**src/rtl/kd_pkg.sv**
```systemverilog
// Shared definitions for the k-d tree cluster-center cells: widths, command codes, node states.
package kd_pkg;

  localparam int CMD_W  = 5;
  localparam int DATA_W = 24;

  localparam logic [CMD_W-1:0] CMD_NOP                      = 5'b00000;
  localparam logic [CMD_W-1:0] CMD_CENTER_FILL              = 5'b00001;
  localparam logic [CMD_W-1:0] CMD_CONFIGURE_SORT_AXIS      = 5'b00010;
  localparam logic [CMD_W-1:0] CMD_RECIEVE_CENTER           = 5'b00011;
  localparam logic [CMD_W-1:0] CMD_SWITCH_WITH_LEFT         = 5'b00100;
  localparam logic [CMD_W-1:0] CMD_CENTER_FILL_DONE         = 5'b00101;
  localparam logic [CMD_W-1:0] CMD_CONFIGURE_SORT_AXIS_DONE = 5'b00111;
  localparam logic [CMD_W-1:0] CMD_BUSY                     = 5'b01000;
  localparam logic [CMD_W-1:0] CMD_DNE                      = 5'b10000;
  localparam logic [CMD_W-1:0] CMD_RST_DONE                 = 5'b11110;
  localparam logic [CMD_W-1:0] CMD_RST                      = 5'b11111;

  typedef enum logic [2:0] {
    IDLE,
    RST_WAIT,
    RST_DONE,
    FILL_WAIT,
    AXIS_WAIT
  } state_t;

  // Sort axis used one level further down the tree (R -> G -> B -> R).
  function automatic logic [1:0] next_axis(input logic [1:0] a);
    case (a)
      2'd0:    next_axis = 2'd1;
      2'd1:    next_axis = 2'd2;
      2'd2:    next_axis = 2'd0;
      default: next_axis = 2'd1;
    endcase
  endfunction

endpackage

```
**src/rtl/node.sv**
```systemverilog
// One k-d tree cell: stores a 24-bit RGB center and relays reset, fill and axis
// configuration to its left/right children, reporting status upward.
//
// state     | meaning
// IDLE      | ready; status word reflects whether the subtree is full
// RST_WAIT  | rst forwarded, waiting for children to report rst_done
// RST_DONE  | subtree reset, holding rst_done while top stays rst
// FILL_WAIT | center_fill forwarded to one child, waiting for it to settle
// AXIS_WAIT | configure_sort_axis forwarded, waiting for children / top release
module node
  import kd_pkg::*;
#(
  parameter logic [39:0] NAME = "node "
) (
  input  logic              clk,
  input  logic              reset,
  input  logic [DATA_W-1:0] data_from_top,
  input  logic [DATA_W-1:0] data_from_left,
  input  logic [DATA_W-1:0] data_from_right,
  input  logic [CMD_W-1:0]  command_from_top,
  input  logic [CMD_W-1:0]  command_from_left,
  input  logic [CMD_W-1:0]  command_from_right,
  output logic [DATA_W-1:0] data_to_top,
  output logic [DATA_W-1:0] data_to_left,
  output logic [DATA_W-1:0] data_to_right,
  output logic [CMD_W-1:0]  command_to_top,
  output logic [CMD_W-1:0]  command_to_left,
  output logic [CMD_W-1:0]  command_to_right
);

  state_t            r_state;
  logic              r_guard;
  logic              r_center_valid;
  logic [DATA_W-1:0] r_center;
  logic [1:0]        r_axis;
  logic              r_turn;        // 0 = left child gets the next fill
  logic              r_fill_right;
  logic [CMD_W-1:0]  r_cmd_top, r_cmd_left, r_cmd_right;
  logic [DATA_W-1:0] r_data_left, r_data_right;

  logic w_left_present, w_right_present;
  logic w_left_full, w_right_full, w_full;
  logic w_rst_ok, w_axis_ok, w_pick_right;
  logic [CMD_W-1:0] w_status;
  logic w_unused;

  assign w_left_present  = command_from_left  != CMD_DNE;
  assign w_right_present = command_from_right != CMD_DNE;
  assign w_left_full  = !w_left_present  || command_from_left  == CMD_CENTER_FILL_DONE;
  assign w_right_full = !w_right_present || command_from_right == CMD_CENTER_FILL_DONE;
  assign w_full   = r_center_valid && w_left_full && w_right_full;
  assign w_status = w_full ? CMD_CENTER_FILL_DONE : CMD_NOP;
  assign w_rst_ok = (!w_left_present || command_from_left == CMD_RST_DONE) &&
                    (!w_right_present || command_from_right == CMD_RST_DONE);
  assign w_axis_ok = (!w_left_present || command_from_left == CMD_CONFIGURE_SORT_AXIS_DONE) &&
                     (!w_right_present || command_from_right == CMD_CONFIGURE_SORT_AXIS_DONE);
  assign w_pick_right = r_turn ? !w_right_full : w_left_full;

  // Child status data and the label carry no function here.
  assign w_unused = &{1'b0, data_from_left, data_from_right, NAME};

  always_ff @(posedge clk) begin
    if (reset) begin
      r_state        <= IDLE;
      r_guard        <= 1'b0;
      r_center_valid <= 1'b0;
      r_center       <= '0;
      r_axis         <= 2'd0;
      r_turn         <= 1'b0;
      r_fill_right   <= 1'b0;
      r_cmd_top      <= CMD_NOP;
      r_cmd_left     <= CMD_NOP;
      r_cmd_right    <= CMD_NOP;
      r_data_left    <= '0;
      r_data_right   <= '0;
    end else begin
      r_cmd_left   <= CMD_NOP;
      r_cmd_right  <= CMD_NOP;
      r_data_left  <= '0;
      r_data_right <= '0;
      if (command_from_top == CMD_RST && r_state != RST_WAIT && r_state != RST_DONE) begin
        r_center_valid <= 1'b0;
        r_center       <= '0;
        r_axis         <= 2'd0;
        r_turn         <= 1'b0;
        r_cmd_left     <= w_left_present  ? CMD_RST : CMD_NOP;
        r_cmd_right    <= w_right_present ? CMD_RST : CMD_NOP;
        r_cmd_top      <= CMD_BUSY;
        r_guard        <= 1'b1;
        r_state        <= RST_WAIT;
      end else begin
        case (r_state)
          RST_WAIT: begin
            r_cmd_left  <= w_left_present  ? CMD_RST : CMD_NOP;
            r_cmd_right <= w_right_present ? CMD_RST : CMD_NOP;
            if (r_guard) begin
              r_guard <= 1'b0;
            end else if (w_rst_ok) begin
              r_cmd_top <= CMD_RST_DONE;
              r_state   <= RST_DONE;
            end
          end
          FILL_WAIT: begin
            if (r_guard) begin
              r_guard <= 1'b0;
            end else if ((r_fill_right ? command_from_right : command_from_left) != CMD_BUSY) begin
              r_cmd_top <= w_status;
              r_state   <= IDLE;
            end
          end
          AXIS_WAIT: begin
            r_cmd_left   <= w_left_present  ? CMD_CONFIGURE_SORT_AXIS : CMD_NOP;
            r_cmd_right  <= w_right_present ? CMD_CONFIGURE_SORT_AXIS : CMD_NOP;
            r_data_left  <= w_left_present  ? {22'd0, next_axis(r_axis)} : '0;
            r_data_right <= w_right_present ? {22'd0, next_axis(r_axis)} : '0;
            if (r_guard) begin
              r_guard <= 1'b0;
            end else if (r_cmd_top != CMD_CONFIGURE_SORT_AXIS_DONE) begin
              if (w_axis_ok) r_cmd_top <= CMD_CONFIGURE_SORT_AXIS_DONE;
            end else if (command_from_top != CMD_CONFIGURE_SORT_AXIS) begin
              r_cmd_left   <= CMD_NOP;
              r_cmd_right  <= CMD_NOP;
              r_data_left  <= '0;
              r_data_right <= '0;
              r_cmd_top    <= w_status;
              r_state      <= IDLE;
            end
          end
          default: begin
            if (r_state == RST_DONE && command_from_top == CMD_RST) begin
              r_cmd_left  <= w_left_present  ? CMD_RST : CMD_NOP;
              r_cmd_right <= w_right_present ? CMD_RST : CMD_NOP;
            end else begin
              r_state <= IDLE;
              case (command_from_top)
                CMD_CENTER_FILL: begin
                  if (!r_center_valid) begin
                    r_center       <= data_from_top;
                    r_center_valid <= 1'b1;
                    r_cmd_top <= (w_left_full && w_right_full) ? CMD_CENTER_FILL_DONE : CMD_NOP;
                  end else if (!w_full) begin
                    if (w_pick_right) begin
                      r_cmd_right  <= CMD_CENTER_FILL;
                      r_data_right <= data_from_top;
                    end else begin
                      r_cmd_left  <= CMD_CENTER_FILL;
                      r_data_left <= data_from_top;
                    end
                    r_fill_right <= w_pick_right;
                    r_turn       <= ~r_turn;
                    r_cmd_top    <= CMD_BUSY;
                    r_guard      <= 1'b1;
                    r_state      <= FILL_WAIT;
                  end else begin
                    r_cmd_top <= w_status;
                  end
                end
                CMD_CONFIGURE_SORT_AXIS: begin
                  r_axis       <= data_from_top[1:0];
                  r_cmd_left   <= w_left_present  ? CMD_CONFIGURE_SORT_AXIS : CMD_NOP;
                  r_cmd_right  <= w_right_present ? CMD_CONFIGURE_SORT_AXIS : CMD_NOP;
                  r_data_left  <= w_left_present  ? {22'd0, next_axis(data_from_top[1:0])} : '0;
                  r_data_right <= w_right_present ? {22'd0, next_axis(data_from_top[1:0])} : '0;
                  r_cmd_top    <= CMD_BUSY;
                  r_guard      <= 1'b1;
                  r_state      <= AXIS_WAIT;
                end
                default: r_cmd_top <= w_status;
              endcase
            end
          end
        endcase
      end
    end
  end

  assign data_to_top      = r_center;
  assign data_to_left     = r_data_left;
  assign data_to_right    = r_data_right;
  assign command_to_top   = r_cmd_top;
  assign command_to_left  = r_cmd_left;
  assign command_to_right = r_cmd_right;

endmodule

```
**config.mk**
```make
export PLATFORM = sky130hd
export DESIGN_NAME = node
export DESIGN_NICKNAME = d
export VERILOG_FILES = /design/src/rtl/kd_pkg.sv /design/src/rtl/node.sv
export SDC_FILE = /design/constraint.sdc
export NUM_CORES = 1
export LEC_CHECK = 0
export CORE_MARGIN = 2
export CORE_UTILIZATION = 25
export CTS_CLUSTER_DIAMETER = 30
export CTS_CLUSTER_SIZE = 20
export DETAILED_ROUTE_END_ITERATION = 7
export PLACE_DENSITY = 0.52
export SYNTH_ARGS = -nofsm -noshare
export SYNTH_HDL_FRONTEND = slang
export SYNTH_SLANG_ARGS = --single-unit
export TNS_END_PERCENT = 10
```
**constraint.sdc**
```tcl
create_clock -name clk -period 2.55 [get_ports clk]
set_clock_uncertainty 0.05 [all_clocks]
set_input_delay 0.51 -clock clk [delete_from_list [all_inputs] [get_ports clk]]
set_output_delay 0.51 -clock clk [all_outputs]
set_load 0.02 [all_outputs]
```
**Word-level counts from Yosys, hierarchy flattened**

Cells that the tools add are included.
Widths: inputs -> output; s select.

- Register bits after elaboration: 96
- Latch bits: 0
- Bits in writable memories: 0
- ROM bits: 0
- Bits of input ports: 89
- Output and inout bits: 87
- Word-level logic and storage cells: 183
- Memories: 0

- Add/subtract/negate cells: 0
- Multipliers: 0
- Divide/modulo/power cells: 0
- $lt $le $gt $ge: 0
- Equality and inequality tests: 47
- Shifts and indexed selects: 0
- Multiplexer cells: 85
- Bitwise logic cells: 6
- Reduce and logical (&&, ||, !) cells: 31

Operator list:

| operator | count |
|---|---|
| $mux 24 | 8 |
| $pmux 24 s2 | 4 |
| $mux 5 | 16 |
| $pmux 5 s3 | 3 |
| $mux 2 | 20 |
| $reduce_and 8->1 | 4 |
| $mux 3 | 10 |
| $ne 3x3->1 const B | 10 |
| $eq 5x3->1 const B | 4 |
| $ne 4x4->1 const B | 4 |
| $pmux 2 s2 | 4 |
| $eq 5x5->1 const B | 3 |
| $ne 2x2->1 const B | 7 |
| $mux 1 | 13 |
| $mux 4 | 3 |
| $ne 5x2->1 const B | 2 |
| $ne 5x5->1 const B | 2 |
| $pmux 5 s2 | 1 |
| $pmux 3 s3 | 1 |
| $logic_and 1x1->1 | 8 |
| $reduce_and 4->1 | 2 |
| $eq 3x2->1 const B | 2 |
| $logic_or 1x1->1 | 6 |
| $not 1->1 | 6 |
| other kinds (20) | 26 |

**Depth between registers and ports, before layout**

- Word-level depth: 12
- Depth in mapped cells: 9
- Depth with buffers taken out: 6

**Worst setup path before layout**

OpenSTA, ideal clock, no wires.

- Path type: in2reg
- From: input command_from_left[2]
- To: register r_cmd_top[1] (netlist: command_to_top[1])
- Setup time: 128 ps
- Data arrival time: 1975 ps
- Required time: 2372 ps
- Path slack: 398 ps
- Stages on the path: 6
- Buffers on the path: 0
- Path through: or4b_4 > a211oi_2 > nand3_2 > a211oi_4 > mux2i_1 > nor2_1

- Word-level cells in the longest chain between the ends: 10
- Elaborated cells on any way between the ends: 23
- Those cells by class: 8 x eq/ne; 6 x mux; 9 x reduce/logical

RTL lines:

| element | RTL line | source |
|---|---|---|
| start: declaration | node.sv:21 | `input logic [CMD_W-1:0] command_from_left,` |
| $ne 5x5->1 | node.sv:47 | `assign w_left_present = command_from_left != CMD_DNE;` |
| $logic_not 1->1 | node.sv:49, node.sv:53, node.sv:55 |  |
| $logic_or 1x1->1 | node.sv:49 | `assign w_left_full = !w_left_present \|\| command_from_left == CMD_CENTER_FILL_DONE;` |
| $logic_and 1x1->1 (2 in a row) | node.sv:51 | `assign w_full = r_center_valid && w_left_full && w_right_full;` |
| $mux 4 | node.sv:141 | `end else if (!w_full) begin` |
| $mux 4 | node.sv:137 | `if (!r_center_valid) begin` |
| $pmux 5 s2 | node.sv:135 | `case (command_from_top)` |
| $mux 5 | node.sv:130 | `if (r_state == RST_DONE && command_from_top == CMD_RST) begin` |
| $pmux 5 s3 | node.sv:92 | `case (r_state)` |
| end signal: assignment | node.sv:107 | `r_cmd_top <= w_status;` |
| end signal: assignment | node.sv:125 | `r_cmd_top <= w_status;` |
| end signal: assignment | node.sv:140 | `r_cmd_top <= (w_left_full && w_right_full) ? CMD_CENTER_FILL_DONE : CMD_NOP;` |
| end: declaration | node.sv:38 | `logic [CMD_W-1:0] r_cmd_top, r_cmd_left, r_cmd_right;` |

Parallel ways exist; a longest one is shown, timed or not. The select of a mux whose other input is x is not followed.
A chain may end at the register's enable or synchronous reset.

**Worst setup path after layout**

- From: input command_from_left[2]
- To: register r_cmd_right[0] (netlist: command_to_right[0])

- Word-level cells in the longest chain between the ends: 11
- Elaborated cells on any way between the ends: 14
- Those cells by class: 2 x eq/ne; 8 x mux; 4 x reduce/logical

RTL lines:

| element | RTL line | source |
|---|---|---|
| $ne 5x5->1 | node.sv:47 |  |
| $logic_not 1->1 | node.sv:49 |  |
| $logic_or 1x1->1 * | node.sv:49 |  |
| $mux 1 or $logic_and 1x1->1 (tied branches) | node.sv:57, node.sv:51 |  |
| $mux 1 or $logic_and 1x1->1 (tied branches) | node.sv:142, node.sv:51 |  |
| $mux 1 * | node.sv:141 |  |
| $mux 1 * | node.sv:137 |  |
| $pmux 2 s2 * | node.sv:135 |  |
| $mux 5 * | node.sv:130 |  |
| $pmux 5 s3 * | node.sv:92 |  |
| $mux 5 * | node.sv:81 | `if (command_from_top == CMD_RST && r_state != RST_WAIT && r_state != RST_DONE) begin` |
| end signal: assignment | node.sv:87 | `r_cmd_right <= w_right_present ? CMD_RST : CMD_NOP;` |
| end signal: assignment | node.sv:95 | `r_cmd_right <= w_right_present ? CMD_RST : CMD_NOP;` |
| end signal: assignment | node.sv:132 | `r_cmd_right <= w_right_present ? CMD_RST : CMD_NOP;` |
| end: declaration | node.sv:38 |  |

Mark *: on every way between the ends. The rest lies on a longest branch, timed or not.

==> results.py <==
metrics = {
    "routing": {
        "first_pass_iters": 5,
        "routedWlPerCell_um": 14.1,
        "post-route-drc-count": 0,
        "drt_iter0_drc": 259,
        "vias": 3283,
        "drt-vias-per-instance": 4.48,
        "postRouteWirelength_mm": 10.3,
        "final_antenna_net_count": 0,
    },
    "power_and_ir_drop": {
        "finalPower_mw": 3.14,
        "power_per_cell_area_nw_per_um2": 556,
        "power_frac_comb_pct": 8.1,
        "p_int_mw": 2.45,
        "seqPwrFrac_pct": 46.5,
        "netSwitchingFraction_pct": 22.1,
        "irDropWorstVdd_uv": 281,
        "leakage_nw": 2.12,
        "p_switching_mw": 0.696,
        "clockPowerShare_pct": 45.4,
    },
    "setup_path": {
        "crit_type": "in -> reg",
        "critPathCaptureType": "register",
        "cp_max_fo": 6,
        "worst_setup_path_start_kind": "primary input",
        "crit_required_ns": 2.72,
        "cp.arrival_ns": 2.58,
    },
    "global_route": {
        "grt_overflow": 0,
        "grt.total_usage_pct": 13.7,
        "grt_max_degree": 33,
        "antenna_found_initial": 0,
        "first_global_vias": 3187,
        "grt_pass1_wl_mm": 16.3,
    },
    "sta": {
        "slew_viol_final": 0,
        "rsz0062_at_grt": "no",
        "setup_viol": 0,
        "timing.fmax_ghz": 0.414,
        "tightest_slew_ns": 0.462,
        "post-route-period-util_pct": 94.8,
        "final.setup.worst_slack_ns": 0.133,
        "hold_violations": 0,
        "fin_crit_ns": 2.42,
        "timing.slew.headroom_pct": 68.9,
    },
    "logic_synthesis": {
        "ys_types": 58,
        "yosys.area.top_type": "dfxtp_1",
        "netlist_area_um2": 3610,
        "synth.yosys.seq_area_share_pct": 51.1,
        "yosys_warnings": 0,
        "synth-async-reset-ratio_pct": 0,
        "synth_area_leaders": "dfxtp_1 51%, and2_1 8.2%, nand2_1 5.6%",
        "ys.flop_type": "dfxtp_1",
        "syn_area_per_cell_um2": 9.18,
        "synth_seq_cells": 92,
        "synthCells": 393,
        "synth_edf_count": 0,
        "synth_top_area_share_pct": 51.1,
        "synth_nets": 484,
    },
    "place": {
        "portBuffers": 127,
        "place_inst": 717,
        "hpwl_mm": 7.85,
        "gp_congestion": 0.856,
        "dpl_worst_slack_ns": -0.237,
    },
    "clock_tree": {
        "cts_tree": "yes",
        "clk_path_buf_depth": 2,
        "htreeDepth": 3,
        "clock_latency_ns": 0.33,
        "holdBufCountCts": 0,
        "cts_buffers": 9,
        "ctsRootBufferMaster": "clkbuf_16",
        "cts.sinks": 92,
        "clk_pin_slew_ns": 0.07,
    },
    "die": {
        "die-area_um2": 15400,
        "num_rows": 43,
        "die_h_um": 124,
        "io_pins": 176,
        "initial_core_util_pct": 25.8,
        "die_x_um": 124,
        "core_area_um2": 14000,
    },
    "layout": {
        "finalNonFillerCells": 733,
        "fin_nets": 639,
        "final_cell_mix": "127 x clkdlybuf4s50_1, 92 x dfxtp_1, 54 x nand2_1",
        "syn2layout_area_growth_pct": 56.8,
        "drive_gt1_share_pct": 14.3,
        "final_common_cell": "clkdlybuf4s50_1",
        "num_antenna_cells": 0,
    },
    "outcome": {
        "status": "completed",
    },
    "run": {
        "max_cap_viol_count": 0,
    },
    "min_path": {
        "hold_path_class": "reg -> reg",
    },
}
-- path summary, 6_finish.rpt --
path	from	slack (ns)	cells past startpoint	end
min	data_to_top[19]$_SDFFE_PP0P_	0.41	2	data_to_top[19]$_SDFFE_PP0P_
min reg2reg	data_to_top[19]$_SDFFE_PP0P_	0.41	2	data_to_top[19]$_SDFFE_PP0P_
max	command_from_left[2]	0.13	9	command_to_right[0]$_SDFF_PP0_
max reg2reg	r_state[2]$_SDFFE_PP0P_	0.40	6	command_to_top[0]$_SDFFE_PP0P_
-- worst max-delay path, cell delays in order --
cell and delay (ns):
clkdlybuf4s50_1 0.43, buf_4 0.16, and3b_2 0.21, o21ai_0 0.40, a211oi_2 0.15, buf_4 0.18
a22o_1 0.23, a222oi_1 0.25, nor2_1 0.07
-- synthesized netlist by cell type, drive strengths merged (5+ instances only) --
library cell	number
o21ai	10
and2	48
a21oi	30
a211oi	7
dfxtp	92
buf	17
nand2	55
nor3	9
inv	7
clkbuf	8
nor2	32
and3	5
-- routing by layer --
metal	part of all wire [%]	wire, um	GRT usage, %	vias to the layer above
li1	-	-	-	1663
met1	44	4580	16.9	1504
met2	48	4950	23.5	105
met3	6.4	661	3.16	11
met4	1.1	116	4.14	0
met5	0	0	0	-
-- stage by stage --
step           instance area (um2)  TNS (ns)  utilization [%]  hold WS, ns
2_1_floorplan                 3610         0                -        0.404
3_3_place_gp                  5330     -1.33             38.1        0.392
3_5_place_dp                  5330     -1.81             38.1        0.399
4_1_cts                       5650         0             40.4        0.408
5_1_grt                       5660         0             40.4        0.428
6_report                      5660         0             40.4        0.405
-- flip-flops by register name, summed over array words and instances (netlist names) --
signal	flops
r_state	3
r_center_valid	1
command_to_top	5
data_to_top	24
r_guard	1
r_turn	1
r_fill_right	1
r_axis	2
command_to_right	3
data_to_left	24
command_to_left	3
data_to_right	24
-- logic make-up after synthesis --
group                    Yosys count  share of synthesized area [%]
AND/OR/NAND/NOR                  182                           26.9
flip-flops                        92                           51.1
AO/OA/AOI/OAI                     78                           15.3
buffers and inverters             32                           4.20
multiplexers                       4                           1.11
adder cells (fa/ha/maj)            3                          0.971
XOR/XNOR                           2                          0.486
-- power groups by stage --
stage	combinational [mW]	clock, mW	sequential [mW]
floorplan	0.0875	0	1.51
global placement	0.253	0	1.49
detailed placement	0.256	0	1.49
CTS	0.257	1.47	1.46
global route	0.279	1.54	1.46
finish	0.255	1.43	1.46
-- timing repair --
| action | 4_1_cts | 5_1_grt |
|---|---|---|
| endpoints found under the setup margin | 0 | 1 |
| hold endpoints to repair | 0 | 0 |
| resized for setup | 0 | 1 |
| buffers inserted | 0 | 0 |
-- layout make-up --
cell class	count	area, um2
fillers	1403	8330
multi-input cells	269	1630
clock inverters	7	96.3
repair buffers	169	1610
clock buffers	9	225
flip-flops and latches	92	1840
well taps	180	225
inverters	7	26.3
No activity file was read; power rests on OpenSTA's default activity.
